<file path="config.mk">
export PLATFORM = sky130hd
export DESIGN_NAME = multi_cycle_ctrl
export DESIGN_NICKNAME = d
export VERILOG_FILES = /design/src/rtl/multi_cycle_ctrl.sv
export SDC_FILE = /design/constraint.sdc
export NUM_CORES = 1
export LEC_CHECK = 0
export ABC_CLOCK_PERIOD_IN_PS = 2600
export BUFFER_PORTS_ARGS = -buffer_cell sky130_fd_sc_hd__buf_2
export CORE_MARGIN = 2
export CORE_UTILIZATION = 52
export DETAILED_ROUTE_END_ITERATION = 10
export GPL_TIMING_DRIVEN = 0
export PLACE_DENSITY = 0.81
export RECOVER_POWER = 50
export SYNTH_ARGS = -nofsm -noshare
export SYNTH_HDL_FRONTEND = slang
export SYNTH_SLANG_ARGS = --single-unit
</file>
<file path="constraint.sdc">
create_clock -name clk_i -period 2.6 [get_ports clk_i]
set_input_delay 0.52 -clock clk_i [delete_from_list [all_inputs] [get_ports clk_i]]
set_output_delay 0.52 -clock clk_i [all_outputs]
set_load 0.01 [all_outputs]
</file>
<file path="src/rtl/multi_cycle_ctrl.sv">
// Multi-cycle main control FSM for the MIPS-subset CPU: sequences FETCH/DECODE/EXEC/MEM/WB,
// drives datapath strobes, bounds memory waits and counts retired instructions.
module multi_cycle_ctrl #(
    parameter int OP_W        = 6,
    parameter int ALUOP_W     = 3,
    parameter int MEM_TIMEOUT = 15,
    parameter int TO_W        = 4,
    parameter int CNT_W       = 16
) (
    input  logic               clk_i,
    input  logic               rst_i,
    input  logic [OP_W-1:0]    instr_op_i,
    input  logic               imem_ready_i,
    input  logic               dmem_ready_i,
    output logic               imem_req_o,
    output logic               dmem_read_o,
    output logic               dmem_write_o,
    output logic               ir_write_o,
    output logic               pc_write_o,
    output logic [1:0]         pc_src_o,
    output logic               branch_o,
    output logic               branch_ne_o,
    output logic [ALUOP_W-1:0] alu_op_o,
    output logic               alu_src_o,
    output logic               reg_write_o,
    output logic [1:0]         reg_dst_o,
    output logic [1:0]         mem_to_reg_o,
    output logic               illegal_o,
    output logic               bus_err_o,
    output logic [2:0]         state_o,
    output logic [CNT_W-1:0]   retire_cnt_o
);

    typedef enum logic [2:0] {
        S_FETCH  = 3'd0,
        S_DECODE = 3'd1,
        S_EXEC   = 3'd2,
        S_MEM    = 3'd3,
        S_WB     = 3'd4
    } state_t;

    localparam logic [OP_W-1:0] OP_RTYPE = OP_W'(6'h00);
    localparam logic [OP_W-1:0] OP_J     = OP_W'(6'h02);
    localparam logic [OP_W-1:0] OP_JAL   = OP_W'(6'h03);
    localparam logic [OP_W-1:0] OP_BEQ   = OP_W'(6'h04);
    localparam logic [OP_W-1:0] OP_BNE   = OP_W'(6'h05);
    localparam logic [OP_W-1:0] OP_ADDI  = OP_W'(6'h08);
    localparam logic [OP_W-1:0] OP_ORI   = OP_W'(6'h0D);
    localparam logic [OP_W-1:0] OP_LUI   = OP_W'(6'h0F);
    localparam logic [OP_W-1:0] OP_LW    = OP_W'(6'h23);
    localparam logic [OP_W-1:0] OP_SW    = OP_W'(6'h2B);

    localparam logic [1:0] PC_SRC_SEQ = 2'b00;
    localparam logic [1:0] PC_SRC_BR  = 2'b01;
    localparam logic [1:0] PC_SRC_JMP = 2'b10;

    // Packs {alu_op, alu_src} for an opcode; unknown opcodes yield zero.
    function automatic logic [ALUOP_W:0] f_alu_ctrl(input logic [OP_W-1:0] op);
        logic [ALUOP_W:0] v;
        v = '0;
        case (op)
            OP_RTYPE: v = {ALUOP_W'(3'b010), 1'b0};
            OP_ADDI:  v = {ALUOP_W'(3'b000), 1'b1};
            OP_BEQ:   v = {ALUOP_W'(3'b001), 1'b0};
            OP_BNE:   v = {ALUOP_W'(3'b011), 1'b0};
            OP_ORI:   v = {ALUOP_W'(3'b100), 1'b1};
            OP_LUI:   v = {ALUOP_W'(3'b101), 1'b1};
            OP_LW:    v = {ALUOP_W'(3'b000), 1'b1};
            OP_SW:    v = {ALUOP_W'(3'b000), 1'b1};
            default:  v = '0;
        endcase
        return v;
    endfunction

    function automatic logic f_is_legal(input logic [OP_W-1:0] op);
        logic ok;
        case (op)
            OP_RTYPE, OP_J, OP_JAL, OP_BEQ, OP_BNE,
            OP_ADDI, OP_ORI, OP_LUI, OP_LW, OP_SW: ok = 1'b1;
            default:                               ok = 1'b0;
        endcase
        return ok;
    endfunction

    state_t             r_state;
    logic [TO_W-1:0]    r_wait;
    logic [OP_W-1:0]    r_op;
    logic [CNT_W-1:0]   r_retire;

    state_t             w_next;
    logic               w_wait_inc;
    logic               w_retire;
    logic               w_timeout;
    logic [ALUOP_W:0]   w_alu_ctrl;

    logic               w_imem_req;
    logic               w_dmem_read;
    logic               w_dmem_write;
    logic               w_ir_write;
    logic               w_pc_write;
    logic [1:0]         w_pc_src;
    logic               w_branch;
    logic               w_branch_ne;
    logic [ALUOP_W-1:0] w_alu_op;
    logic               w_alu_src;
    logic               w_reg_write;
    logic [1:0]         w_reg_dst;
    logic [1:0]         w_mem_to_reg;
    logic               w_illegal;
    logic               w_bus_err;

    assign w_timeout  = (r_wait == TO_W'(MEM_TIMEOUT));
    assign w_alu_ctrl = f_alu_ctrl(r_op);

    always_ff @(posedge clk_i) begin
        if (rst_i) begin
            r_state  <= S_FETCH;
            r_wait   <= '0;
            r_op     <= '0;
            r_retire <= '0;
        end else begin
            r_state <= w_next;
            // Any state change or timeout retry leaves w_wait_inc low, clearing the counter.
            r_wait  <= w_wait_inc ? r_wait + TO_W'(1) : '0;
            if (r_state == S_DECODE) begin
                r_op <= instr_op_i;
            end
            if (w_retire) begin
                r_retire <= r_retire + CNT_W'(1);
            end
        end
    end

    always_comb begin
        w_next       = r_state;
        w_wait_inc   = 1'b0;
        w_retire     = 1'b0;
        w_imem_req   = 1'b0;
        w_dmem_read  = 1'b0;
        w_dmem_write = 1'b0;
        w_ir_write   = 1'b0;
        w_pc_write   = 1'b0;
        w_pc_src     = PC_SRC_SEQ;
        w_branch     = 1'b0;
        w_branch_ne  = 1'b0;
        w_alu_op     = '0;
        w_alu_src    = 1'b0;
        w_reg_write  = 1'b0;
        w_reg_dst    = 2'b00;
        w_mem_to_reg = 2'b00;
        w_illegal    = 1'b0;
        w_bus_err    = 1'b0;

        case (r_state)
            S_FETCH: begin
                w_imem_req = 1'b1;
                if (imem_ready_i) begin
                    w_ir_write = 1'b1;
                    w_pc_write = 1'b1;
                    w_next     = S_DECODE;
                end else if (w_timeout) begin
                    w_bus_err = 1'b1;
                end else begin
                    w_wait_inc = 1'b1;
                end
            end

            // r_op is only captured at the end of DECODE, so jumps and illegal
            // detection here have to look at the IR opcode directly.
            S_DECODE: begin
                if (instr_op_i == OP_J || instr_op_i == OP_JAL) begin
                    w_pc_write = 1'b1;
                    w_pc_src   = PC_SRC_JMP;
                    w_retire   = 1'b1;
                    w_next     = S_FETCH;
                    if (instr_op_i == OP_JAL) begin
                        w_reg_write  = 1'b1;
                        w_reg_dst    = 2'b10;
                        w_mem_to_reg = 2'b10;
                    end
                end else if (!f_is_legal(instr_op_i)) begin
                    w_illegal = 1'b1;
                    w_next    = S_FETCH;
                end else begin
                    w_next = S_EXEC;
                end
            end

            S_EXEC: begin
                w_alu_op  = w_alu_ctrl[ALUOP_W:1];
                w_alu_src = w_alu_ctrl[0];
                if (r_op == OP_BEQ || r_op == OP_BNE) begin
                    w_branch    = 1'b1;
                    w_branch_ne = (r_op == OP_BNE);
                    w_pc_src    = PC_SRC_BR;
                    w_retire    = 1'b1;
                    w_next      = S_FETCH;
                end else if (r_op == OP_LW || r_op == OP_SW) begin
                    w_next = S_MEM;
                end else begin
                    w_next = S_WB;
                end
            end

            S_MEM: begin
                if (r_op == OP_LW || r_op == OP_SW) begin
                    w_dmem_read  = (r_op == OP_LW);
                    w_dmem_write = (r_op == OP_SW);
                    if (dmem_ready_i) begin
                        if (r_op == OP_LW) begin
                            w_next = S_WB;
                        end else begin
                            w_retire = 1'b1;
                            w_next   = S_FETCH;
                        end
                    end else if (w_timeout) begin
                        w_bus_err = 1'b1;
                        w_next    = S_FETCH;
                    end else begin
                        w_wait_inc = 1'b1;
                    end
                end else begin
                    w_next = S_FETCH;
                end
            end

            S_WB: begin
                w_reg_write  = 1'b1;
                w_reg_dst    = (r_op == OP_RTYPE) ? 2'b01 : 2'b00;
                w_mem_to_reg = (r_op == OP_LW) ? 2'b01 : 2'b00;
                w_retire     = 1'b1;
                w_next       = S_FETCH;
            end

            default: begin
                w_next = S_FETCH;
            end
        endcase
    end

    // Reset masks every strobe immediately, before the first reset edge lands.
    assign imem_req_o   = w_imem_req   & ~rst_i;
    assign dmem_read_o  = w_dmem_read  & ~rst_i;
    assign dmem_write_o = w_dmem_write & ~rst_i;
    assign ir_write_o   = w_ir_write   & ~rst_i;
    assign pc_write_o   = w_pc_write   & ~rst_i;
    assign pc_src_o     = rst_i ? 2'b00 : w_pc_src;
    assign branch_o     = w_branch     & ~rst_i;
    assign branch_ne_o  = w_branch_ne  & ~rst_i;
    assign alu_op_o     = rst_i ? '0 : w_alu_op;
    assign alu_src_o    = w_alu_src    & ~rst_i;
    assign reg_write_o  = w_reg_write  & ~rst_i;
    assign reg_dst_o    = rst_i ? 2'b00 : w_reg_dst;
    assign mem_to_reg_o = rst_i ? 2'b00 : w_mem_to_reg;
    assign illegal_o    = w_illegal    & ~rst_i;
    assign bus_err_o    = w_bus_err    & ~rst_i;
    assign state_o      = rst_i ? 3'd0 : r_state;
    assign retire_cnt_o = r_retire;

endmodule
</file>
==> impl_results.md <==
- Status: complete, no violations
- Most Crowded Layer GR: met2
- Maximum clock frequency: 404.3 MHz
- Initial antenna violation count: 0
- P&R area growth vs syn: 19.44%
- CP max stage delay: roughly 0.54 ns
- CTS clk-pin slew, worst paths: roughly 0.09 ns
- M2 GR Usage: around 36%
- GP Congestion: between 0.8 and 0.9
- Vias in the first global route: between 1500 and 2000
- Avg Vias per Cell: 5.644
- Slowest cell on crit path: or4_4
- IO Pins: between 40 and 50
- CTS tree: yes
- Synth async-reset ratio: 0%
- Hold crit path type: in2reg
- Maximum fanout along the worst path: 8
- Hold endpoint: r_op[4]
- CTS Hold Bufs: 0
- DRC viols: 0
- Fin crit share: approximately 95%
- H-tree Lvls: 2
- Sequential power share: a little under three fifths
- Antenna viol nets, final: 0
- Global-route track usage on met1: about 32%
- Reg2reg path depth: 6
- Hold Vio Cnt, Final: 0
- Commonest non-fill, non-tap cell in the layout: buf_2
- Psw: approximately 0.22 mW
- Layout cells sized above 1: 21.53%
- Worst-Margin Slew: roughly 0.54 ns
- Final Skew: 0.005146 ns
- Routed WL per cell: about 13 um
- Core area: about 3400 sq um
- CTS Root Cell: clkbuf_4
- Max-cap violations: 0
- Yosys reg bits: 29
- P_int: around 0.60 mW
- Critical path origin: r_op[0]
- Grt met3 use: 5.536%
- Min-delay src: instr_op_i[4]
- Die Ht: ~64 um
- Area of the die: around 4000 sq um
- Syn. warnings: 0
- Largest net degree at the start of global routing: 11
- RR Startpoint: r_op[0]
- Clock buffer depth: 2
- Slew Viols, Final: 0
- Setup TNS: 0 ns
- CTS Buf Count: 5
- CP required: 2.08 ns
- Total iterations of the first detailed-routing run: 4
- Ant. Diodes: 0
- Detailed Route Iter0 Violations: between 100 and 150
- Ys flop type: dfxtp_1
- Combinational share of power: ~12%
- Static Leak: approximately 0.9 nW
- Reg2reg setup slack: around 0.31 ns
- Number of fill cells: roughly 340
- Power Total: 0.8215 mW
- Vias: ~1900
- GRT Overall Usage: a little under a quarter
- Crit. End Element: primary output
- Final #Nets: between 200 and 300
- Clock power frac: between 30% and 40%
- Switch share: ~27%
- Pwr/cell area: 372.4 nW/um^2
- Detail Placement HPWL: around 3300 um
- Avg Cell Area, Syn: 7.926 sq um
- Buffers on Ports: 47
- R2R Path End: retire_cnt_o[15]
- Final Critical Period: ~2.5 ns
- Row Count: 21
- Setup-failing EPs final: 0
- RSZ-0062 raised after global routing: no
- Startpoint types: register
- Total routed wirelength: ~4500 um
- Yosys cell types: 41
- Max IR drop VDD: between 200 and 300 uV
- Critical path class: reg2out
- Post-Syn Nets: about 250
- Clk Latency, worst-skew pair: around 0.32 ns
- Most frequent cells in the layout: buf_2, clkbuf_1, dfxtp_1
- Critical Path, Cell by Cell: clkbuf_4, nand2b_1, or4_4, o32ai_1, and3_1, buf_2
- Post-synthesis cell area: about 1800 sq um
- WP buf/inv: 2
- Die W: between 60 and 70 um
- Synth Instances: 233
- Initial Util: 54.91%
- Clock sinks: 29
- CP arrival: 1.95 ns
- Cells on Worst Hold Path: 3
- EDFF count, synth: 0
- First-pass GRT wire length: ~7700 um
- CP top delay family: simple AND/OR/NAND/NOR gates
- Grt total ovfl: 0
- Rel. slew slack: between 60 and 70%
- Post-synthesis sequential area ratio: a little under a third
==> kinds of logic (layout without fill, tap and decap cells) <==
kind of cell               count (synthesis)  count (layout)  synth area share (%)
and+or+nand+nor                          118             118                 35.23
adders and majority gates                  2               2                 1.355
muxes                                     21              21                 12.33
buffers and inverters                     23              78                 5.081
xor gates and xnor gates                   2               2                0.9487
AOI/OAI and AO/OA                         38              38                 13.62
DFF                                       29              29                 31.44
==> worst max-delay path by stage <==
stage / cells after the start / slack [ns] / endpoint
floorplan: 8 / 0.19 / reg_dst_o[1]
global placement: 5 / 0.08 / illegal_o
detailed placement: 9 / 0.10 / reg_dst_o[1]
CTS: 9 / 0.03 / reg_dst_o[1]
global route: 9 / 0.01 / reg_dst_o[1]
finish: 6 / 0.13 / bus_err_o
==> flip-flops by register name (all words and copies together), names as in the netlist <==
signal	flops
r_state	3
r_op	6
retire_cnt_o	16
r_wait	4
==> Yosys cell counts, types with 4 or more instances <==
cell type	instances	area, sq um
nor4_1	7	43.79
dfxtp_1	29	580.6
o21ai_0	9	45.04
a21oi_1	17	85.08
inv_1	5	18.77
mux2i_1	7	70.07
mux2_1	4	45.04
nand2_1	14	52.55
nand4_1	6	37.54
nor2_1	24	90.09
and4_1	4	35.03
mux2_2	10	112.6
and2_1	4	25.02
clkbuf_1	11	41.29
nand3_1	9	45.04
nor2b_1	22	137.6
and3_1	4	25.02
nor3_1	9	45.04
nor3b_1	4	30.03
==> per-stage QoR <==
step	utilization (%)	hold slack [ns]	setup slack (ns)	cells	cell area [sq um]
after floorplan	-	0.4531	0.1899	233	1847
after CTS	65.44	0.4682	0.03189	334	2201
final	65.59	0.4685	0.1268	334	2206
after detailed placement	63.62	0.4773	0.1012	326	2140
after global routing	65.59	0.4687	0.01191	334	2206
after global placement	63.62	0.4743	0.08106	326	2140
==> cell type report <==
type | count | area (sq um) | share of cell area (%)
well taps | 46 | 57.56 | 2.609
plain buffers | 18 | 83.83 | 3.800
inverters | 5 | 18.77 | 0.8508
clock buffers | 8 | 48.80 | 2.212
repair buffers | 47 | 214.0 | 9.699
multi-input cells | 181 | 1200 | 54.40
flip-flops and latches | 29 | 583.1 | 26.43
==> routing by layer <==
metal | share of wire (%) | routed length, um | up-vias
met5 | 0 | 0 | -
met4 | 0.69 | 31 | 0
met3 | 6.0 | 269 | 4
met2 | 49 | 2201 | 55
met1 | 44 | 2001 | 890
li1 | - | - | 936
==> worst reg2reg max path: cells and delay by family (launching register included) <==
kind / cells / cell delay, ns
flip-flops: 1 / 0.31
AO/OA/AOI/OAI: 2 / 0.72
buffers and inverters: 1 / 0.17
multiplexers: 1 / 0.35
AND/OR/NAND/NOR: 2 / 0.63
==> power by group through the flow <==
stage | combinational, mW | clock [mW] | sequential, mW
6_report | 0.102 | 0.260 | 0.460
5_1_grt | 0.114 | 0.296 | 0.462
4_1_cts | 0.0972 | 0.262 | 0.458
3_5_place_dp | 0.0954 | 0 | 0.468
3_3_place_gp | 0.0931 | 0 | 0.468
2_1_floorplan | 0.0649 | 0 | 0.467
==> what timing repair did <==
action,CTS,global route
gates resized for setup,3,14
buffers inserted,0,0
setup endpoints to repair,6,10
gates cloned,0,0
Power figures use the tool's default switching activity.
